==> src/rtl/sine_rom_sequencer.sv <==
// Burst sine-sample generator: phase accumulator -> async ROM address -> signed sample stream.
// Latency: start accepted at cycle 0 gives the first out_valid at cycle 2, then 1 sample/cycle.
// Backpressure: out_valid && !out_ready freezes out_data, phase and remaining until accepted.
//
// Build option: define SINE_QUARTER_WAVE_EN when the ROM holds only the first quadrant
// (unsigned). Without it, the ROM holds a full two's-complement period.
//
// Ports:
//   clk, rst             single rising-edge clock, synchronous active-high reset
//   start, abort         control pulses (abort has priority; start ignored while busy)
//   ftw, phase_ofs       tuning word and start phase, latched on an accepted start
//   count                burst length in samples, latched on an accepted start
//   rom_addr / rom_data  async-read ROM interface (data valid in the same cycle)
//   out_data/out_valid/out_ready  signed sample stream
//   busy, done           busy while a burst runs; done pulses once at burst end
module sine_rom_sequencer #(
  parameter int DATAW  = 8,
  parameter int ADDRW  = 8,
  parameter int PHASEW = 24
) (
  input  logic              clk,
  input  logic              rst,
  input  logic              start,
  input  logic              abort,
  input  logic [PHASEW-1:0] ftw,
  input  logic [PHASEW-1:0] phase_ofs,
  input  logic [15:0]       count,
  output logic [ADDRW-1:0]  rom_addr,
  input  logic [DATAW-1:0]  rom_data,
  output logic [DATAW:0]    out_data,
  output logic              out_valid,
  input  logic              out_ready,
  output logic              busy,
  output logic              done
);

  typedef enum logic {IDLE = 1'b0, RUN = 1'b1} state_t;

  state_t             state, state_d;
  logic [PHASEW-1:0]  phase, phase_d;
  logic [PHASEW-1:0]  ftw_q, ftw_d;
  logic [15:0]        remaining, remaining_d;
  logic [DATAW:0]     out_data_d;
  logic               out_valid_d;
  logic               done_d;
  logic [DATAW:0]     sample;
  logic               slot_free;

`ifdef SINE_QUARTER_WAVE_EN
  logic [1:0]         quad;
  logic [ADDRW-1:0]   idx;

  // Top two phase bits pick the quadrant; odd quadrants read the table backwards,
  // the second half-period negates the magnitude.
  assign quad     = phase[PHASEW-1 -: 2];
  assign idx      = phase[PHASEW-3 -: ADDRW];
  assign rom_addr = quad[0] ? ~idx : idx;
  assign sample   = quad[1] ? -{1'b0, rom_data} : {1'b0, rom_data};
`else
  assign rom_addr = phase[PHASEW-1 -: ADDRW];
  assign sample   = {rom_data[DATAW-1], rom_data};
`endif

  assign busy      = (state == RUN);
  // The output register can take a new sample when empty or being drained this cycle.
  assign slot_free = !out_valid || out_ready;

  always_comb begin
    state_d     = state;
    phase_d     = phase;
    ftw_d       = ftw_q;
    remaining_d = remaining;
    out_data_d  = out_data;
    out_valid_d = out_valid;
    done_d      = 1'b0;

    if (abort) begin
      // Any pending sample is dropped; only a running burst reports completion.
      out_valid_d = 1'b0;
      state_d     = IDLE;
      done_d      = (state == RUN);
    end else begin
      case (state)
        IDLE: begin
          if (start) begin
            if (count != 16'd0) begin
              phase_d     = phase_ofs;
              ftw_d       = ftw;
              remaining_d = count;
              state_d     = RUN;
            end else begin
              done_d = 1'b1;
            end
          end
        end
        RUN: begin
          if (slot_free) begin
            if (remaining != 16'd0) begin
              out_data_d  = sample;
              out_valid_d = 1'b1;
              phase_d     = phase + ftw_q;
              remaining_d = remaining - 16'd1;
            end else begin
              // Last sample has just been accepted (or was never stalled).
              out_valid_d = 1'b0;
              done_d      = 1'b1;
              state_d     = IDLE;
            end
          end
        end
        default: state_d = IDLE;
      endcase
    end
  end

  always_ff @(posedge clk) begin
    if (rst) begin
      state     <= IDLE;
      phase     <= '0;
      ftw_q     <= '0;
      remaining <= '0;
      out_data  <= '0;
      out_valid <= 1'b0;
      done      <= 1'b0;
    end else begin
      state     <= state_d;
      phase     <= phase_d;
      ftw_q     <= ftw_d;
      remaining <= remaining_d;
      out_data  <= out_data_d;
      out_valid <= out_valid_d;
      done      <= done_d;
    end
  end

endmodule

==> config.mk <==
export PLATFORM = sky130hd
export DESIGN_NAME = sine_rom_sequencer
export DESIGN_NICKNAME = d
export VERILOG_FILES = /design/src/rtl/sine_rom_sequencer.sv
export SDC_FILE = /design/constraint.sdc
export NUM_CORES = 1
export LEC_CHECK = 0
export CAP_MARGIN = 20
export CORE_MARGIN = 1
export CORE_UTILIZATION = 31
export CTS_CLUSTER_DIAMETER = 60
export DETAILED_ROUTE_END_ITERATION = 6
export PLACE_DENSITY_LB_ADDON = 0.08
export SLEW_MARGIN = 10
export SYNTH_ARGS = -nofsm -noshare
export SYNTH_HDL_FRONTEND = slang
export SYNTH_SLANG_ARGS = --single-unit
==> constraint.sdc <==
create_clock -name clk -period 2.7 [get_ports clk]
set_input_delay 0.27 -clock clk [delete_from_list [all_inputs] [get_ports clk]]
set_output_delay 0.27 -clock clk [all_outputs]
set_load 0.03 [all_outputs]
==> summary by stage <==
Flow run
Max-cap violations in this run came to 0.

STA
The post-layout minimum cycle time is 2.510 ns. The final period utilization is 92.95%. The slack of the critical path is 0.1905 ns. Setup repair after global routing left no endpoint under its margin. The setup clock skew after layout is between 0.006 and 0.007 ns. Adding up every negative setup slack in the final design gives 0 ns. The count of endpoints failing hold in the final timing report is 0. The transition at the pin with the smallest max-transition slack is 0.8467 ns. The total of endpoints with negative setup slack in the final report is 0.

The achievable clock frequency is ~400 MHz. The worst pin sits at a relative slew slack of 43.56%. The number of slew-limit violations in the final report is 0.

Floorplanning
The die span in x is ~130 um. The core region is around 0.015 mm^2. The floorplan has 44 rows. During I/O placement, the number of pins put on the boundary was 97. Once the floorplan was initialized, standard cells occupied 32.04% of the core. The die covers 0.01563 mm^2. The floorplan step set the die height to 125.0 um.

Setup path
In this run the critical register-to-register path is launched from phase[0]. STA puts the critical path data required time at about 3.0 ns. The nature of the critical path endpoint is a flip-flop. The type of the worst setup path is flip-flop to flip-flop. The worst setup path is launched from a flip-flop. The top fanout value on the critical path is 3. For the worst setup path, the data arrival time is around 2.8 ns.

The worst setup path startpoint is phase[0].

Power
The design draws between 3 and 4 mW. Dividing total power by cell area gives a power density of 566.9 mW/mm^2. For this design the static power due to leakage is 2.353 nW. VDD sags by at most 333.0 uV.

Finish
After the last flow step, the layout net total stands at slightly below 800. The repair_antennas step left the layout with diodes totalling 0. The layout has 1505 filler cells.

The layout cell share with drive strength beyond 1 is 7.580%. The final core utilization is a little over two fifths. Summing all multi-input logic gate instances after layout gives 0.002897 mm^2.

The area growth from synthesis to layout is 30.43%. Summing all flip-flop and latch instances after layout gives 0.001503 mm^2.

Logic synthesis
The synthesized netlist devotes 7.093% of its cell area to adder and majority cells. The mux contribution to synthesized area is 2.560%. The total nets after synthesis is 709. The share of synthesized flip-flops with an asynchronous set or reset is 0%.

The register area share after synthesis is between 30% and 40%. The combinational family with the most area after synthesis is compound AO/OA/AOI/OAI gates. The synthesized netlist devotes 22.93% of its cell area to simple gates. The Yosys step of the flow raised 0 warnings.

The synthesized netlist devotes 25.65% of its cell area to compound gates. The area share of xor/xnor cells in the synthesized design is 3.173%. The distinct cell type count after synthesis is 64. The mapped cell area is 0.004692 mm^2. Among all flip-flop cells after synthesis, the most frequent one is sky130_fd_sc_hd__dfxtp_1.

The mean area per synthesized cell is 7.743 um^2. The synthesized design contains 75 register bits. Synthesis produced 606 cells.

The number of enable flip-flop cells after synthesis is 0.

GRT
The number of global-route vias before repair was about 4.3k. The initial antenna violation count is 0. The total congestion overflow is 0. The first global-routing pass estimated 22.20 mm of wire.

The pin count of the biggest net entering global routing is 54. Global routing used approximately 18% of the available tracks.

Route
The average routed wire per standard cell is 15.70 um. In this run, the number of DRC markers left after iteration 0 of detailed routing was 278. The via count is 4570. Dividing the detail-routed via count by the number of cells gives about 5.3. In the routed design, unresolved DRC markers number 16. The count of nets left with antenna violations after detail routing is 0. The final layout contains routed wiring with a total length of 13.66 mm. The first detailed-routing pass ran for 7 iterations.

Clock tree
The clock transition at the registers of the reported paths is 0.06 ns. At the later pin of the worst-skew pair, clock insertion delay measures 0.35 ns. The cell chosen for the clock root is sky130_fd_sc_hd__clkbuf_16. The TritonCTS clock tree is done. Counting every sink on the clock net gives 75.

The largest buffer count on any clock path is 2. The number of buffers added for setup after CTS is 0. TritonCTS created 9 clock buffers. The deepest level of the CTS H-tree is 3.

Min path
The tightest min-delay check is of the flip-flop to flip-flop type. The critical hold path startpoint is out_data[2].

Place
Input and output buffers added on the ports amount to 96. OpenSTA, run right after detailed placement, puts the worst setup slack at 0.1403 ns. The congestion estimate from routability-driven global placement came to 0.8451. The half-perimeter wire length after placement is 9.888 mm.

Run status
The final reports fail on design-rule violations. The run finished, with violations left.
[cell usage in the layout, fill, tap and decap left out, types with 13 or more instances in the layout]
master | synthesis | routed
sky130_fd_sc_hd__o21ai_0 | 16 | 16
sky130_fd_sc_hd__a211oi_1 | 26 | 26
sky130_fd_sc_hd__a21o_1 | 13 | 13
sky130_fd_sc_hd__clkdlybuf4s50_1 | 0 | 95
sky130_fd_sc_hd__dfxtp_1 | 75 | 74
sky130_fd_sc_hd__nor3_1 | 13 | 13
sky130_fd_sc_hd__buf_4 | 13 | 13
sky130_fd_sc_hd__nand2_1 | 108 | 107
sky130_fd_sc_hd__nor2_1 | 51 | 51
sky130_fd_sc_hd__a21oi_1 | 73 | 73
sky130_fd_sc_hd__ha_1 | 25 | 24
sky130_fd_sc_hd__nand3_1 | 16 | 16
[stage by stage]
stage / cell area [um^2] / hold slack, ns / std cells
floorplan: 4692 / 0.3493 / 606
global placement: 5729 / 0.4405 / 854
detailed placement: 5729 / 0.4483 / 854
CTS: 6105 / 0.4574 / 870
global route: 6120 / 0.4709 / 870
finish: 6120 / 0.4549 / 870
[cell usage after synthesis (8+ instances only)]
library cell	instances	area share, %
sky130_fd_sc_hd__nand2_1	108	8.6
sky130_fd_sc_hd__dfxtp_1	75	32
sky130_fd_sc_hd__a21oi_1	73	7.8
sky130_fd_sc_hd__nor2_1	51	4.1
sky130_fd_sc_hd__a211oi_1	26	4.2
sky130_fd_sc_hd__ha_1	25	6.7
sky130_fd_sc_hd__clkbuf_1	21	1.7
sky130_fd_sc_hd__nand3_1	16	1.7
sky130_fd_sc_hd__o21ai_0	16	1.7
sky130_fd_sc_hd__a21o_1	13	2.1
sky130_fd_sc_hd__buf_4	13	2.1
sky130_fd_sc_hd__nor3_1	13	1.4
sky130_fd_sc_hd__mux2i_1	12	2.6
sky130_fd_sc_hd__inv_1	11	0.88
sky130_fd_sc_hd__xnor2_1	9	1.7
sky130_fd_sc_hd__a31oi_1	8	1.1
sky130_fd_sc_hd__xor2_1	8	1.5
[cell type report]
cell class | instances | share of cell area (%)
well taps | 184 | 3.762
repair buffers | 110 | 17.54
clock buffers | 10 | 3.905
clock inverters | 6 | 2.229
flip-flops and latches | 75 | 24.56
inverters | 11 | 0.6747
multi-input cells | 474 | 47.33
[cells by family (layout without fill, tap and decap cells)]
logic type,Yosys count,after routing
flip-flops,75,75
buffers and inverters,57,137
AO/OA/AOI/OAI,183,183
adder cells (fa/ha/maj),26,26
multiplexers,12,12
AND/OR/NAND/NOR,236,236
XOR/XNOR,17,17
[flip-flops by register name, summed over array words and instances, names as in the netlist]
name and flops:
out_data 8, remaining 16, ftw_q 24, phase 24
done 1, busy 1, out_valid 1
[power breakdown]
group | leakage (nW) | internal [mW] | switching, mW
sequential | 0.615 | 1.18 | 0.0556
clock | 0.179 | 1.02 | 0.504
combinational | 1.56 | 0.318 | 0.389
total | 2.35 | 2.52 | 0.949
[what timing repair did]
action | CTS | global route
resized for setup | 0 | 4
hold buffers | 0 | 0
setup endpoints to repair | 0 | 3
[critical path: stages, from the launching register on]
cell,delay [ns]
sky130_fd_sc_hd__dfxtp_1,0.34
sky130_fd_sc_hd__ha_2,0.18
sky130_fd_sc_hd__inv_1,0.05
sky130_fd_sc_hd__fa_1,0.36
sky130_fd_sc_hd__and2b_1,0.26
sky130_fd_sc_hd__o2111ai_2,0.14
sky130_fd_sc_hd__nand4b_1,0.13
sky130_fd_sc_hd__nand2_1,0.10
sky130_fd_sc_hd__o21ai_2,0.23
sky130_fd_sc_hd__nand4_1,0.15
sky130_fd_sc_hd__a311o_1,0.38
sky130_fd_sc_hd__o32ai_1,0.10
[per-layer routing]
| layer | global-route usage, % | routed length, um | vias up | part of all wire, % |
|---|---|---|---|---|
| li1 | - | - | 2325 | - |
| met1 | 24.06 | 6573 | 2120 | 48 |
| met2 | 28.95 | 6258 | 109 | 46 |
| met3 | 2.696 | 596 | 16 | 4.4 |
| met4 | 7.604 | 231 | 0 | 1.7 |
| met5 | 0 | 0 | - | 0 |
[final timing paths]
path	to	slack, ns	depth (start not counted)
hold reg to reg	out_data[2]	0.45	2
setup reg to reg	phase[18]	0.19	11
setup / recovery	phase[18]	0.19	11
hold / removal	out_data[2]	0.45	2
Power figures use the tool's default switching activity.
